<file path="config.mk">
export PLATFORM = sky130hd
export DESIGN_NAME = uart_tx
export DESIGN_NICKNAME = d
export VERILOG_FILES = /design/src/rtl/uart_pkg.sv /design/src/rtl/uart_fifo.sv /design/src/rtl/uart_tx.sv
export SDC_FILE = /design/constraint.sdc
export NUM_CORES = 1
export LEC_CHECK = 0
export CAP_MARGIN = 20
export CORE_MARGIN = 2
export CORE_UTILIZATION = 45
export CTS_CLUSTER_SIZE = 12
export DETAILED_ROUTE_END_ITERATION = 10
export PLACE_DENSITY = 0.74
export SYNTH_ARGS = -nofsm -noshare
export SYNTH_HDL_FRONTEND = slang
export SYNTH_SLANG_ARGS = --single-unit
</file>
<file path="constraint.sdc">
create_clock -name clk -period 3.7 [get_ports clk]
set_input_delay 0.555 -clock clk [delete_from_list [all_inputs] [get_ports clk]]
set_output_delay 0.555 -clock clk [all_outputs]
set_load 0.01 [all_outputs]
</file>
<file path="src/rtl/uart_pkg.sv">
// ---------------------------------------------------------------------------
// uart_pkg
// Shared types and constants for the uart_tx slice.
//   tx_state_t       : transmitter FSM state encoding (PARITY is only reached
//                      when the build defines UART_TX_PARITY_EN)
//   CSR_* constants  : bit positions inside the 32-bit status word
//   *_ADDR_DEF       : default IO addresses for the data register and CSR
//   sat_count3()     : clamps an occupancy value into the 3-bit CSR field
// ---------------------------------------------------------------------------
package uart_pkg;

  typedef enum logic [2:0] {
    IDLE   = 3'd0,
    START  = 3'd1,
    DATA   = 3'd2,
    PARITY = 3'd3,
    STOP   = 3'd4
  } tx_state_t;

  localparam int CSR_BUSY    = 0;
  localparam int CSR_FULL    = 1;
  localparam int CSR_EMPTY   = 2;
  localparam int CSR_OVF     = 3;
  localparam int CSR_CNT_LSB = 4;

  localparam logic [7:0] UART_IO_ADDR_DEF  = 8'h00;
  localparam logic [7:0] UART_CSR_ADDR_DEF = 8'h04;

  // The CSR occupancy field is only 3 bits wide, so deeper FIFOs report 7.
  function automatic logic [2:0] sat_count3(input int n);
    return (n > 7) ? 3'd7 : 3'(n);
  endfunction

endpackage

</file>
<file path="src/rtl/uart_fifo.sv">
// ---------------------------------------------------------------------------
// uart_fifo
// Synchronous FIFO with a registered read head. The oldest entry is always
// presented on 'head' straight from a flop, so the consumer can pop and use
// the value in the same cycle without a memory read in the path.
//   clk, rst    : clock, synchronous active-high reset (flushes contents)
//   push        : write push_data (ignored while full)
//   push_data   : WIDTH-bit entry to enqueue
//   pop         : discard the head entry (ignored while empty)
//   head        : oldest entry, valid while !empty
//   full, empty : occupancy flags
//   count       : current occupancy, 0..DEPTH
// DEPTH must be a power of two so the pointers wrap naturally.
// ---------------------------------------------------------------------------
module uart_fifo #(
  parameter  int WIDTH = 8,
  parameter  int DEPTH = 4,
  localparam int AW    = $clog2(DEPTH),
  localparam int CW    = $clog2(DEPTH) + 1
) (
  input  logic             clk,
  input  logic             rst,
  input  logic             push,
  input  logic [WIDTH-1:0] push_data,
  input  logic             pop,
  output logic [WIDTH-1:0] head,
  output logic             full,
  output logic             empty,
  output logic [CW-1:0]    count
);

  logic [WIDTH-1:0] mem [DEPTH];
  logic [AW-1:0]    wr_ptr;
  logic [AW-1:0]    rd_ptr;
  logic [CW-1:0]    cnt_q;
  logic [WIDTH-1:0] head_q;
  logic             do_push;
  logic             do_pop;

  assign full    = (cnt_q == CW'(DEPTH));
  assign empty   = (cnt_q == '0);
  assign count   = cnt_q;
  assign head    = head_q;
  assign do_push = push && !full;
  assign do_pop  = pop && !empty;

  // Storage array: no reset needed, entries are only read after being written.
  always_ff @(posedge clk) begin
    if (do_push) begin
      mem[wr_ptr] <= push_data;
    end
  end

  // Pointers, occupancy and the head register. The head is refreshed from the
  // next stored entry on a pop, or taken straight from push_data whenever the
  // pushed byte becomes the oldest entry (push into empty, or push while
  // popping the last remaining entry).
  always_ff @(posedge clk) begin
    if (rst) begin
      wr_ptr <= '0;
      rd_ptr <= '0;
      cnt_q  <= '0;
      head_q <= '0;
    end else begin
      if (do_push) begin
        wr_ptr <= wr_ptr + AW'(1);
      end
      if (do_pop) begin
        rd_ptr <= rd_ptr + AW'(1);
      end
      case ({do_push, do_pop})
        2'b10:   cnt_q <= cnt_q + CW'(1);
        2'b01:   cnt_q <= cnt_q - CW'(1);
        default: cnt_q <= cnt_q;
      endcase
      if (do_pop) begin
        if (cnt_q > CW'(1)) begin
          head_q <= mem[rd_ptr + AW'(1)];
        end else if (do_push) begin
          head_q <= push_data;
        end
      end else if (do_push && empty) begin
        head_q <= push_data;
      end
    end
  end

endmodule

</file>
<file path="src/rtl/uart_tx.sv">
// ---------------------------------------------------------------------------
// uart_tx
// Memory-mapped UART transmitter snooping the NextCore IO bus. Bytes written
// to UART_IO_ADDR are queued and sent 8N1, LSB first, CLK_DIV clocks per bit.
// Writing the CSR address with data bit 3 set clears the sticky overflow flag.
//   clk, rst      : clock, synchronous active-high reset
//   io_addr       : IO address of the current bus cycle
//   io_data       : IO write data (only [7:0] are queued, [3] clears overflow)
//   io_we         : one-cycle write strobe
//   uart_csr_reg  : registered status {count[6:4], ovf, empty, full, busy}
//   tx            : registered serial output, idle high
// Build option: define UART_TX_PARITY_EN to insert an even-parity bit between
// the data bits and the stop bit (11*CLK_DIV clock frames instead of 10).
// ---------------------------------------------------------------------------
module uart_tx
  import uart_pkg::*;
#(
  parameter int         CLK_DIV       = 104,
  parameter int         FIFO_DEPTH    = 4,
  parameter logic [7:0] UART_IO_ADDR  = UART_IO_ADDR_DEF,
  parameter logic [7:0] UART_CSR_ADDR = UART_CSR_ADDR_DEF
) (
  input  logic        clk,
  input  logic        rst,
  input  logic [7:0]  io_addr,
  input  logic [31:0] io_data,
  input  logic        io_we,
  output logic [31:0] uart_csr_reg,
  output logic        tx
);

  localparam int          CW     = $clog2(FIFO_DEPTH) + 1;
  localparam logic [15:0] DIV_M1 = 16'(CLK_DIV - 1);

  tx_state_t   state_q, state_n;
  logic [15:0] baud_q, baud_n;
  logic [2:0]  idx_q, idx_n;
  logic [7:0]  data_q, data_n;
  logic        tx_q, tx_n;
  logic        ovf_q;
  logic [31:0] csr_q, csr_n;
  logic        pop;
  logic        bit_end;
  logic        push_req;
  logic        csr_wr;
  logic [7:0]  fifo_head;
  logic        fifo_full;
  logic        fifo_empty;
  logic [CW-1:0] fifo_count;
  logic        unused_data_bits;

  assign push_req         = io_we && (io_addr == UART_IO_ADDR);
  assign csr_wr           = io_we && (io_addr == UART_CSR_ADDR);
  assign bit_end          = (baud_q == '0);
  assign unused_data_bits = ^io_data[31:8];
  assign tx               = tx_q;
  assign uart_csr_reg     = csr_q;

  uart_fifo #(
    .WIDTH (8),
    .DEPTH (FIFO_DEPTH)
  ) u_fifo (
    .clk       (clk),
    .rst       (rst),
    .push      (push_req),
    .push_data (io_data[7:0]),
    .pop       (pop),
    .head      (fifo_head),
    .full      (fifo_full),
    .empty     (fifo_empty),
    .count     (fifo_count)
  );

  // FSM state, baud counter, bit index, the frame's byte and the tx flop.
  // tx is computed from the next state so it changes on the same edge the
  // FSM moves, keeping the pin glitch-free and aligned to bit boundaries.
  always_ff @(posedge clk) begin
    if (rst) begin
      state_q <= IDLE;
      baud_q  <= '0;
      idx_q   <= '0;
      data_q  <= '0;
      tx_q    <= 1'b1;
    end else begin
      state_q <= state_n;
      baud_q  <= baud_n;
      idx_q   <= idx_n;
      data_q  <= data_n;
      tx_q    <= tx_n;
    end
  end

  // Next-state logic. Each bit lasts until the down-counter reaches zero, then
  // the counter reloads for the following bit. The FIFO is popped either from
  // IDLE or at the end of a stop bit, the latter giving back-to-back frames.
  always_comb begin
    state_n = state_q;
    baud_n  = baud_q;
    idx_n   = idx_q;
    data_n  = data_q;
    pop     = 1'b0;
    tx_n    = 1'b1;
    case (state_q)
      IDLE: begin
        baud_n = '0;
        if (!fifo_empty) begin
          pop     = 1'b1;
          data_n  = fifo_head;
          baud_n  = DIV_M1;
          state_n = START;
        end
      end
      START: begin
        if (bit_end) begin
          baud_n  = DIV_M1;
          idx_n   = '0;
          state_n = DATA;
        end else begin
          baud_n = baud_q - 16'd1;
        end
      end
      DATA: begin
        if (bit_end) begin
          baud_n = DIV_M1;
          if (idx_q == 3'd7) begin
`ifdef UART_TX_PARITY_EN
            state_n = PARITY;
`else
            state_n = STOP;
`endif
          end else begin
            idx_n = idx_q + 3'd1;
          end
        end else begin
          baud_n = baud_q - 16'd1;
        end
      end
`ifdef UART_TX_PARITY_EN
      PARITY: begin
        if (bit_end) begin
          baud_n  = DIV_M1;
          state_n = STOP;
        end else begin
          baud_n = baud_q - 16'd1;
        end
      end
`endif
      STOP: begin
        if (bit_end) begin
          if (!fifo_empty) begin
            pop     = 1'b1;
            data_n  = fifo_head;
            baud_n  = DIV_M1;
            state_n = START;
          end else begin
            baud_n  = '0;
            state_n = IDLE;
          end
        end else begin
          baud_n = baud_q - 16'd1;
        end
      end
      default: begin
        baud_n  = '0;
        state_n = IDLE;
      end
    endcase
    case (state_n)
      START:   tx_n = 1'b0;
      DATA:    tx_n = data_n[idx_n];
      PARITY:  tx_n = ^data_n;
      default: tx_n = 1'b1;
    endcase
  end

  // Sticky overflow: a push that finds the FIFO full sets it, and a set in
  // the same cycle as a clear request takes priority.
  always_ff @(posedge clk) begin
    if (rst) begin
      ovf_q <= 1'b0;
    end else if (push_req && fifo_full) begin
      ovf_q <= 1'b1;
    end else if (csr_wr && io_data[3]) begin
      ovf_q <= 1'b0;
    end
  end

  // Status word assembled from the current state and registered every cycle.
  always_comb begin
    csr_n                      = '0;
    csr_n[CSR_BUSY]            = (state_q != IDLE);
    csr_n[CSR_FULL]            = fifo_full;
    csr_n[CSR_EMPTY]           = fifo_empty;
    csr_n[CSR_OVF]             = ovf_q;
    csr_n[CSR_CNT_LSB +: 3]    = sat_count3(int'(fifo_count));
  end

  // Status register, reset to "empty" only.
  always_ff @(posedge clk) begin
    if (rst) begin
      csr_q <= 32'h0000_0004;
    end else begin
      csr_q <= csr_n;
    end
  end

endmodule

</file>
Word level (Yosys, flattened, before mapping)
Memory sizes are Yosys's and may differ from the RTL's.
Cells that the tools add are included.
{ "op_classes": {"add_sub_neg": 6, "magnitude_cmp": 2, "n_eq_ne": 12, "mux": 33, "reduce_logical": 20} }
{ "op_table": {"columns": ["op", "n"], "rows": [
  ["8-bit two-way mux", 6],
  ["16-bit one-hot mux with 3 select lines", 1],
  ["16-bit two-way mux", 2],
  ["3-bit two-way mux", 8],
  ["16-bit zero test", 1],
  ["8-bit one-hot mux with 2 select lines", 1],
  ["16-bit by 1-bit subtractor with 16-bit output (second input constant)", 1],
  ["3-bit one-hot mux with 2 select lines", 2],
  ["3-bit one-hot mux with 4 select lines", 1],
  ["3-bit by 2-bit == test with 1-bit output (second input constant)", 3],
  ["3-bit == test (second input constant)", 3],
  ["8-bit by 3-bit == test with 1-bit output (second input constant)", 1],
  ["8-bit zero test", 1],
  ["1-bit two-way mux", 8],
  ["8-bit parity", 1],
  ["1-bit logical AND", 7],
  ["7-bit two-way mux", 1],
  ["3-bit by 1-bit adder with 3-bit output (second input constant)", 2],
  ["3-bit by 1-bit == test with 1-bit output (second input constant)", 2],
  ["3-bit zero test", 2],
  ["2-bit nonzero test", 3],
  ["2-bit by 1-bit adder with 2-bit output (second input constant)", 2],
  ["3-bit by 4-bit less-than comparator with 1-bit output (second input constant)", 1],
  ["1-bit binary-select mux with 3-bit select", 1],
  ["11 further kinds", 12]
]} }
{ "totals": {"register_bits": 79, "mem_bits_rw": 32, "inputBits": 43, "out_inout_bits": 33, "word_cells": 86, "mem_count": 1} }
{ "memory_table": {"columns": ["name", "words", "width", "rd", "rd_ports_with_merged_regs", "wr", "line_no", "rtl"], "rows": [
  ["u_fifo.mem", 4, 8, 1, 0, 1, "uart_fifo.sv:32", "logic [WIDTH-1:0] mem [DEPTH];"]
]} }

Longest topological paths before layout
Gate-level depths: netlist of the first run.
{ "depth": {"depth_word": 7, "ltp_mapped": 11, "mapped_depth_nobuf": 10} }

Cells and area by module
A second synthesis of the first run with hierarchy kept.
{ "hier_totals": {"cells_unflattened": 390, "hier_area_um2": 4266.6} }
{ "by_module_without_submodules": {"columns": ["mod", "instances", "cells_per_inst", "area_each_um2", "seq_area_each_um2"], "rows": [
  ["uart_tx", 1, 260, 2283.4, 780.7],
  ["uart_fifo", 1, 130, 1983.2, 1261.2]
]} }

Least setup slack after synthesis of the first run
No wires, ideal clock.
{ "synth_path": {"path_kind": "input -> register", "from": "input port io_addr[4]", "to": "register u_fifo.cnt_q[2], in the netlist u_fifo.count[2]", "setup_ns": 0.070, "arrival_time_ns": 2.475, "t_required_ns": 3.630, "path_slack_ns": 1.154, "cell_stages": 8, "path_buffers": 0, "cell_sequence": "nor4b_1 -> nand2_1 -> or2_2 -> a21oi_1 -> inv_1 -> ha_1 -> or3_1 -> a21oi_1"} }
{ "synth_via": {"elab_chain_len": 5, "word_cells_on_any_way": 7, "classes_between": "2 x eq/ne; 1 x mux; 4 x reduce/logical"} }
{ "synth_lines": {"columns": ["element", "line_no", "rtl"], "rows": [
  ["start: declaration", "uart_tx.sv:25", "input logic [7:0] io_addr,"],
  ["8-bit zero test (*)", "uart_tx.sv:52", "assign push_req = io_we && (io_addr == UART_IO_ADDR);"],
  ["1-bit logical AND (*)", "uart_tx.sv:52", null],
  ["1-bit logical AND (*)", "uart_fifo.sv:44", "assign do_push = push && !full;"],
  ["2-bit by 1-bit == test with 1-bit output / 2-bit == test (equally long branches)", "uart_fifo.sv:71", "case ({do_push, do_pop})"],
  ["3-bit one-hot mux with 2 select lines / 2-bit nonzero test (equally long branches)", null, null],
  ["end signal: assignment", "uart_fifo.sv:72", "2'b10: cnt_q <= cnt_q + CW'(1);"],
  ["end signal: assignment", "uart_fifo.sv:73", "2'b01: cnt_q <= cnt_q - CW'(1);"],
  ["end signal: assignment", "uart_fifo.sv:74", "default: cnt_q <= cnt_q;"],
  ["end: declaration", "uart_fifo.sv:35", "logic [CW-1:0] cnt_q;"]
]} }
Every way passes the cells marked *; elsewhere a longest branch is shown, timed or not.
A chain may end at the register's enable or synchronous reset.

Worst setup path after layout of the first run
{ "layout_path": {"from": "input port io_addr[1]", "to": "register u_fifo.cnt_q[2], in the netlist u_fifo.count[2]"} }
Same word-level chain as after synthesis.

==> results of run 1 <==
## layout by cell type (no fill, tap or decap), types with 3 or more instances in the layout
cell type        instances
a21oi_1                 24
inv_6                    4
inv_1                    9
conb_1                  25
nor4_4                   3
xnor2_1                  9
nand2_1                 24
mux4_2                   8
nand2b_1                 3
nor3_1                   6
xor2_1                   9
a211oi_1                12
and2_1                   6
clkbuf_8                 9
edfxtp_1                32
clkdlybuf4s50_1         26
dfxtp_1                 54
nand3_1                 12
a22oi_1                  4
nor2_1                  38
ha_1                    11
mux2i_1                 10
o21ai_0                 16
or3_1                    5
nor2b_1                  3
## logic make-up (layout without fill, tap and decap cells)
logic type      Yosys count  count (layout)  synth area share, %
compound gates           81              81                 13.5
xor+xnor                 18              18                 3.83
fa+ha+maj                11              11                 3.35
buf+inv                  51              54                 7.36
flops                    86              86                 49.7
mux                      19              19                 7.09
other cells               1              25               0.0912
simple gates            115             115                 15.1
## layout make-up
type | instances | area share (%)
sequential | 86 | 44.8
multi-input combinational | 269 | 40.7
timing repair buffer | 28 | 6.04
tap | 108 | 2.96
clock buffer | 9 | 2.72
clock inverter | 7 | 1.84
inverter | 10 | 0.933
## power by group
part / internal [µW] / switching [µW]
combinational: 494 / 663
sequential: 1110 / 160
clock: 326 / 358
## tightest hold or removal path, stage by stage (launching register included)
cell and delay [ps]:
dfxtp_1 320, nand2_1 50, a21oi_1 50
## metal layers
layer,GRT usage [%],wire length (µm)
met3,4.22,225
met2,27.6,3750
met5,0,0
met1,19.0,3140
met4,6.95,97
## worst max path at each step
stage,end,depth (start not counted)
2_1_floorplan,u_fifo.count[2]$_SDFFE_PP0P_,8
3_3_place_gp,u_fifo.count[2]$_SDFFE_PP0P_,10
3_5_place_dp,u_fifo.count[2]$_SDFFE_PP0P_,10
4_1_cts,u_fifo.count[2]$_SDFFE_PP0P_,10
5_1_grt,u_fifo.head[4]$_SDFFE_PP0P_,10
6_report,u_fifo.count[2]$_SDFFE_PP0P_,10
## metrics by stage
| stage | util (%) | area (µm²) |
|---|---|---|
| after floorplan | - | 4200 |
| after global placement | 49.4 | 4350 |
| after detailed placement | 49.4 | 4350 |
| after CTS | 51.8 | 4560 |
| after global routing | 51.8 | 4560 |
| final | 51.8 | 4560 |
==> run metrics, run 1 <==
status=completed; CTS tree=built; DRT Pass-1 Iters=4; largest register by flop count=u_fifo.mem; GRT Resource Usage Total=16.1%; Reg-to-Reg Start=baud_q[0]$_SDFF_PP0_; Diodes inserted=0; Pwr Density=682 nW/µm²; synthesized flop and latch total=86; pre-CTS WS=758 ps; startpoint types=input pin; largest fanout on the critical path=7; Port Buf Inserts=26; CTS root buffer=clkbuf_8; clk_skew=9.37 ps; post-CTS setup buffer count=0; register area share after synthesis=49.7%; final hold slack=458 ps; Worst Hold Class=reg -> reg; Setup TNS=0 ps; Die H=99.6 µm; worst slew pin tran=619 ps; vias in the first global route=2740; Clock Sinks=86; max frequency=0.387 GHz; area grow syn2layout=10.9%; Top delay family on crit path=simple AND/OR/NAND/NOR gates; row count=34; die area=9920 µm²; largest net degree at the start of global routing=36; biggest regs=u_fifo.mem x32, baud_q x16; initial antenna violation count=0; DR WL/cell=13.9 µm; Initial Utilization=46.7%; Post-synth EDFFs=32; hold buffers post-CTS=0; Max-Cap Viols=0; Final Hold Fails=0; # nets final=458; WHS Path Cells=2; Inserted Clock Buffers=9; flop-to-flop setup slack=1200 ps; critical path's slowest cell=clkdlybuf4s50_1; Yosys top cell by area=dfxtp_1; Multi-input gate area=1860 µm²; Fillers=801; slowest stage delay, CP=400 ps; most numerous cell in the Yosys netlist=dfxtp_1; # IOs=76; min Tclk post-route=2580 ps; CTS Buffer Depth=2; Die X=99.6 µm; Post-synth top cells=dfxtp_1 (54), nor2_1 (38), edfxtp_1 (32), buf_4 (25); gp weighted congestion=0.792; ys flop type=dfxtp_1; fin crit share=69.8%; relative slew slack=58.7%; Power, Total=3110 µW; via count=2705; Max VDD drop=0.365 mV; CTS H-tree depth=3; Worst Hold Launch=u_fifo.head[5]$_SDFFE_PP0P_; layout cells sized above 1=11.0%; Worst Setup Slack, final=1120 ps; crit-path cells=clkdlybuf4s50_1, nor4_1, nand2_1, or2_2, a21oi_1, buf_4, inv_1, ha_1, or3_1, a21oi_1; Initial DRC Count=128; antenna viol nets, final=0; post-CTS sizing=0; vias per cell=5.23; asr flop ratio synth=0%; # setup viols final=0; critical path arrival=2870 ps; unrepaired setup endpoints after global routing=false; Synth area leaders=dfxtp_1 (26%), edfxtp_1 (23%), buf_4 (4.6%), mux4_2 (4.4%), nor2_1 (3.5%); Setup CP Type=in -> reg; dpl cells=501; Crit path buffers/inverters=3; Worst EP required=3990 ps; post-synthesis cell type count=58; Core ar.=8810 µm²; Post-Synthesis Cells=382; most common cell type on the critical path=a21oi_1; worst skew pair latency=360 ps; GRT Residual Overflow=0; worst r2r dst=u_fifo.head[4]$_SDFFE_PP0P_; total wire length=7210 µm; Reg2Reg Depth=10; Final Max Slew Viols=0; Hold Path End=data_q[5]$_SDFF_PP0_; Avg Cell Area, Syn=10.8 µm²; post-synthesis cell area=4110 µm²; Cell Count, Final, Fillers Out=517; HPWL after detailed placement=5210 µm; max FFs per register=32; first-pass GRT wire length=12700 µm; Yosys warnings=0; leakage power=0.00159 µW; top-area cell type share of the netlist area=26.3%; clk slew on worst S/H paths=90 ps; drc violations=0; Setup crit start=io_addr[1]; Sequential cell area=2040 µm²; Worst Setup End Kind=flip-flop
(Power assumes the default switching activity.)
==> run 2: changes to the inputs <==
Clock period 3.7 ns to 2.5 ns, I/O delays scaled along.
==> run metrics, run 2 (same netlist as run 1, synthesis figures left out) <==
Core ar.=8810 µm² (unchanged); startpoint types=flip-flop; CTS Buffer Depth=2 (unchanged); initial antenna violation count=0 (unchanged); vias per cell=5.31 (+1.5%); Initial DRC Count=143 (+12%); Worst Setup Slack, final=146 ps (-970 ps); area grow syn2layout=16.0%; first-pass GRT wire length=13000 µm (+2.3%); commonest non-fill, non-tap cell in the layout=dfxtp_1; fin crit share=94.1%; Inserted Clock Buffers=9 (unchanged); Die H=99.6 µm (unchanged); Fillers=772 (-3.6%); total wire length=7720 µm (+7.0%); Worst Setup End Kind=flip-flop; Pwr Density=1020 nW/µm² (+50%); Cell Count, Final, Fillers Out=531 (+2.7%); CTS tree=built; Worst Hold Class=reg -> reg; die area=9920 µm² (unchanged); row count=34 (unchanged); CTS root buffer=clkbuf_8; DRT Pass-1 Iters=4 (unchanged); commonest non-fill, non-tap cells in the layout=dfxtp_1 (54), nor2_1 (38), edfxtp_1 (32); Final Max Slew Viols=0 (unchanged); Clock Power Share=22.6% (+0.6 points); Initial Utilization=46.7% (unchanged); drc violations=0 (unchanged); # nets final=472 (+3.1%); # setup viols final=0 (unchanged); max FFs per register=32 (unchanged); Sequential cell area=2040 µm² (unchanged); via count=2819 (+4.2%); unrepaired setup endpoints after global routing=false; Diodes inserted=0 (unchanged); Final Hold Fails=0 (unchanged); Sw Share=36.9% (-1.1 points); min Tclk post-route=2350 ps; CTS H-tree depth=3 (unchanged); dpl cells=514 (+2.6%); largest net degree at the start of global routing=22 (-39%); Worst EP required=2790 ps (-1200 ps); largest register by flop count=u_fifo.mem; largest fanout on the critical path=9 (+2); Max VDD drop=0.420 mV (+15%); Max-Cap Viols=0 (unchanged); pre-CTS WS=-110 ps (-868 ps); clk slew on worst S/H paths=90 ps (about the same); P_sw=1800 µW (+52%); vias in the first global route=2839 (+3.6%); worst slew pin tran=641 ps (+22.4 ps); HPWL after detailed placement=5530 µm (+6.2%); leakage power=0.00169 µW (+6.0%); relative slew slack=57.2% (-1.5 points); sequential power share=38.1% (-2.7 points); layout cells sized above 1=14.2% (+3.2 points); clk_skew=6.83 ps (-2.54 ps); GRT Residual Overflow=0 (unchanged); Multi-input gate area=1870 µm² (+0.61%); GRT Resource Usage Total=16.5% (+0.39 points); critical path arrival=2650 ps (-220 ps); status=completed; # IOs=76 (unchanged); max frequency=0.425 GHz; Clock Sinks=86 (unchanged); Port Buf Inserts=26 (unchanged); Die X=99.6 µm (unchanged); antenna viol nets, final=0 (unchanged); biggest regs=u_fifo.mem x32, baud_q x16; internal power=3080 µW (+60%); DR WL/cell=14.5 µm (+4.2%); Setup CP Type=reg -> reg; Combinational Power Share=39.3% (+2.1 points); gp weighted congestion=0.847 (+6.9%); worst skew pair latency=360 ps (about the same); hold buffers post-CTS=0 (unchanged)
run 2: cell count changes in the layout (fill, tap and decap cells not counted), sizes merged:
cell | previous run | this run
buf | 2 | 16
bufinv | 1 | 2
clkinvlp | 1 | 2
inv | 14 | 12
run 2: power by group through the flow:
| stage | clock network [µW] | logic, µW | registers, µW |
|---|---|---|---|
| global placement | 0 | 1780 | 1880 |
| finish | 1100 | 1920 | 1860 |
| detailed placement | 0 | 1830 | 1890 |
| floorplan | 0 | 1480 | 1810 |
| global route | 1180 | 2110 | 1890 |
| CTS | 1120 | 1850 | 1860 |
run 2: through the flow:
step	setup TNS (ps)	cell area (µm²)	utilization (%)	hold WS (ps)	power (µW)
after global routing	0	4770	54.2	491	5180
after detailed placement	-110	4510	51.2	447	3720
after CTS	0	4740	53.8	460	4830
after floorplan	0	4200	-	432	3280
final	0	4770	54.2	457	4880
after global placement	-60.4	4510	51.2	444	3660
run 2: path summary, 6_finish.rpt:
check                  startpoint  cells past startpoint                      endpoint  slack, ps
min          data_q[5]$_SDFF_PP0_                      2          data_q[5]$_SDFF_PP0_        460
min reg2reg  data_q[5]$_SDFF_PP0_                      2          data_q[5]$_SDFF_PP0_        460
max reg2reg  baud_q[0]$_SDFF_PP0_                     11  u_fifo.count[2]$_SDFFE_PP0P_        150
max          baud_q[0]$_SDFF_PP0_                     11  u_fifo.count[2]$_SDFFE_PP0P_        150
run 2: final cells by class:
| type | instances | area share, % |
|---|---|---|
| Multi-Input combinational cell | 269 | 39.2 |
| Timing Repair Buffer | 42 | 9.55 |
| Clock buffer | 9 | 2.60 |
| Sequential cell | 86 | 42.8 |
| Tap cell | 108 | 2.83 |
| Inverter | 10 | 0.892 |
| Clock inverter | 7 | 2.18 |
run 2: layer usage:
metal	wire length, µm	global-route usage (%)
met5	0	0
met4	123	7.48
met3	249	4.43
met2	4110	29.4
met1	3240	18.3
run 2: critical path, stage by stage (launching register included):
cell,delay (ps)
dfxtp_1,340
inv_1,100
ha_1,220
nor3b_1,140
buf_4,140
a41o_4,320
nand2_8,100
clkinv_4,100
ha_1,230
mux2i_1,140
or3_1,310
a21oi_1,140
run 2: timing repair:
action / 4_1_cts / 5_1_grt
gates resized for setup: 0 / 2
endpoints found under the setup margin: 0 / 1
buffers inserted: 0 / 1
==> run 3: changes to the inputs <==
Clock period 2.5 ns to 2.7 ns, I/O delays scaled along.
==> run metrics, run 3 (same netlist as run 1, synthesis figures left out) <==
status=completed; Die X=99.6 µm (unchanged); leakage power=0.00165 µW (-2.1%); met3 usage=4.22% (-0.21 points); Clock Sinks=86 (unchanged); Crit path buffers/inverters=2 (-1); vias per cell=5.32 (+0.23%); DR WL/cell=13.8 µm (-4.9%); Pwr Density=928 nW/µm² (-9.3%); placed inst area=4470 µm² (-0.94%); # IOs=76 (unchanged); CTS root buffer=clkbuf_8; busiest grt layer=met2; Setup crit start=baud_q[0]$_SDFF_PP0_; DRT Pass-1 Iters=5 (+1); row count=34 (unchanged); drc violations=0 (unchanged); Hold Path End=data_q[4]$_SDFF_PP0_; worst slew pin tran=622 ps (-19.7 ps); relative slew slack=58.5% (+1.3 points); CTS Buffer Depth=2 (unchanged); CTS H-tree depth=3 (unchanged); Final Hold Fails=0 (unchanged); min Tclk post-route=2470 ps (+113 ps); clk_skew=7.96 ps (+1.12 ps); crit-path cells=inv_1, ha_1, nor3b_1, a41o_4, nand2_4, clkinv_4, o21ai_2, a21oi_4, nor2_1, a211oi_1; Worst Hold Launch=u_fifo.head[4]$_SDFFE_PP0P_; worst r2r dst=u_fifo.head[5]$_SDFFE_PP0P_; gp weighted congestion=0.796 (-6.0%); Setup TNS=0 ps (unchanged); clk slew on worst S/H paths=90 ps (about the same); critical path's slowest cell=nor3b_1; Top delay family on crit path=compound AO/OA/AOI/OAI gates; Cell Count, Final, Fillers Out=526 (-0.94%); slowest stage delay, CP=410 ps (+70 ps); Worst Hold Class=reg -> reg; die area=9920 µm² (unchanged); fin crit share=91.4% (-2.8 points); unrepaired setup endpoints after global routing=false; Worst Setup End Kind=flip-flop; Diodes inserted=0 (unchanged); post-route cell area=4690 µm² (-1.7%); # setup viols final=0 (unchanged); total wire length=7270 µm (-5.8%); first-pass GRT wire length=12100 µm (-7.1%); largest net degree at the start of global routing=19 (-14%); dpl cells=510 (-0.78%); HPWL after detailed placement=5320 µm (-3.8%); GRT Resource Usage Total=15.2% (-1.2 points); Final Max Slew Viols=0 (unchanged); Initial DRC Count=78 (-45%); largest fanout on the critical path=16 (+7); # nets final=467 (-1.1%); hold buffers post-CTS=0 (unchanged); Max-Cap Viols=0 (unchanged); Max VDD drop=0.420 mV (+0.18%); Setup CP Type=reg -> reg; area grow syn2layout=14.1%; Reg2Reg Depth=10 (-1); post-CTS sizing=0 (unchanged); layout cells sized above 1=12.7% (-1.5 points); vias in the first global route=2718 (-4.3%); Inserted Clock Buffers=9 (unchanged); flop-to-flop setup slack=230 ps (+90 ps); startpoint types=flip-flop; max FFs per register=32 (unchanged); worst skew pair latency=360 ps (about the same); WHS Path Cells=2 (unchanged); met2 GRT Util=27.1% (-2.3 points); Die H=99.6 µm (unchanged); max frequency=0.405 GHz (-4.6%); biggest regs=u_fifo.mem x32, baud_q x16; Port Buf Inserts=26 (unchanged); Core ar.=8810 µm² (unchanged); largest register by flop count=u_fifo.mem; antenna viol nets, final=0 (unchanged); met1 Use GR=17.8% (-0.44 points); initial antenna violation count=0 (unchanged); post-CTS setup buffer count=0 (unchanged); Worst EP required=2970 ps (+180 ps); via count=2799 (-0.71%); Reg-to-Reg Start=baud_q[0]$_SDFF_PP0_; critical path arrival=2740 ps (+90 ps); commonest non-fill, non-tap cells in the layout=dfxtp_1 (54), nor2_1 (38), edfxtp_1 (32); GRT Residual Overflow=0 (unchanged); commonest non-fill, non-tap cell in the layout=dfxtp_1; Initial Utilization=46.7% (unchanged); CTS tree=built
==> run 3: power by group <==
part | total (µW) | leakage (µW) | switching [µW] | internal, µW
combinational | 1650 | 0.000816 | 933 | 715
clock | 984 | 0.000107 | 455 | 529
sequential | 1720 | 0.000726 | 203 | 1520
total | 4350 | 0.00165 | 1590 | 2760
==> run 3: through the flow <==
stage          util (%)  setup slack [ps]  power (µW)  hold slack, ps
2_1_floorplan         -               304        3040             432
3_3_place_gp       50.8               113        3340             447
3_5_place_dp       50.8              84.7        3390             451
4_1_cts            53.3               196        4390             463
5_1_grt            53.3              25.0        4650             481
6_report           53.3               233        4350             462
==> run 3: layout make-up <==
class,instances,area [µm²]
tap,108,135
fill,791,4120
clock inverter,6,93.8
multi-input combinational,269,1860
inverter,10,42.5
timing repair buffer,37,393
sequential,86,2040
clock buffer,10,128
==> run 3: metal layers <==
layer | up-vias | routed length (µm)
met3 | 15 | 244
li1 | 1386 | -
met1 | 1354 | 3120
met2 | 44 | 3780
met4 | 0 | 121
met5 | - | 0
==> run 3: worst max-delay path by stage <==
stage	to	slack [ps]	cells after the start
3_3_place_gp	u_fifo.count[2]$_SDFFE_PP0P_	110	10
6_report	u_fifo.head[5]$_SDFFE_PP0P_	230	10
5_1_grt	u_fifo.head[0]$_SDFFE_PP0P_	20	10
2_1_floorplan	u_fifo.count[2]$_SDFFE_PP0P_	300	8
4_1_cts	u_fifo.head[2]$_SDFFE_PP0P_	200	10
3_5_place_dp	u_fifo.count[2]$_SDFFE_PP0P_	80	10
==> run 3: worst register-to-register path, delay by kind of cell, from the launching register on <==
kind / cells / cell delay [ps]
fa+ha+maj: 1 / 180
simple gates: 3 / 610
flops: 1 / 320
buf+inv: 2 / 260
compound gates: 4 / 1040
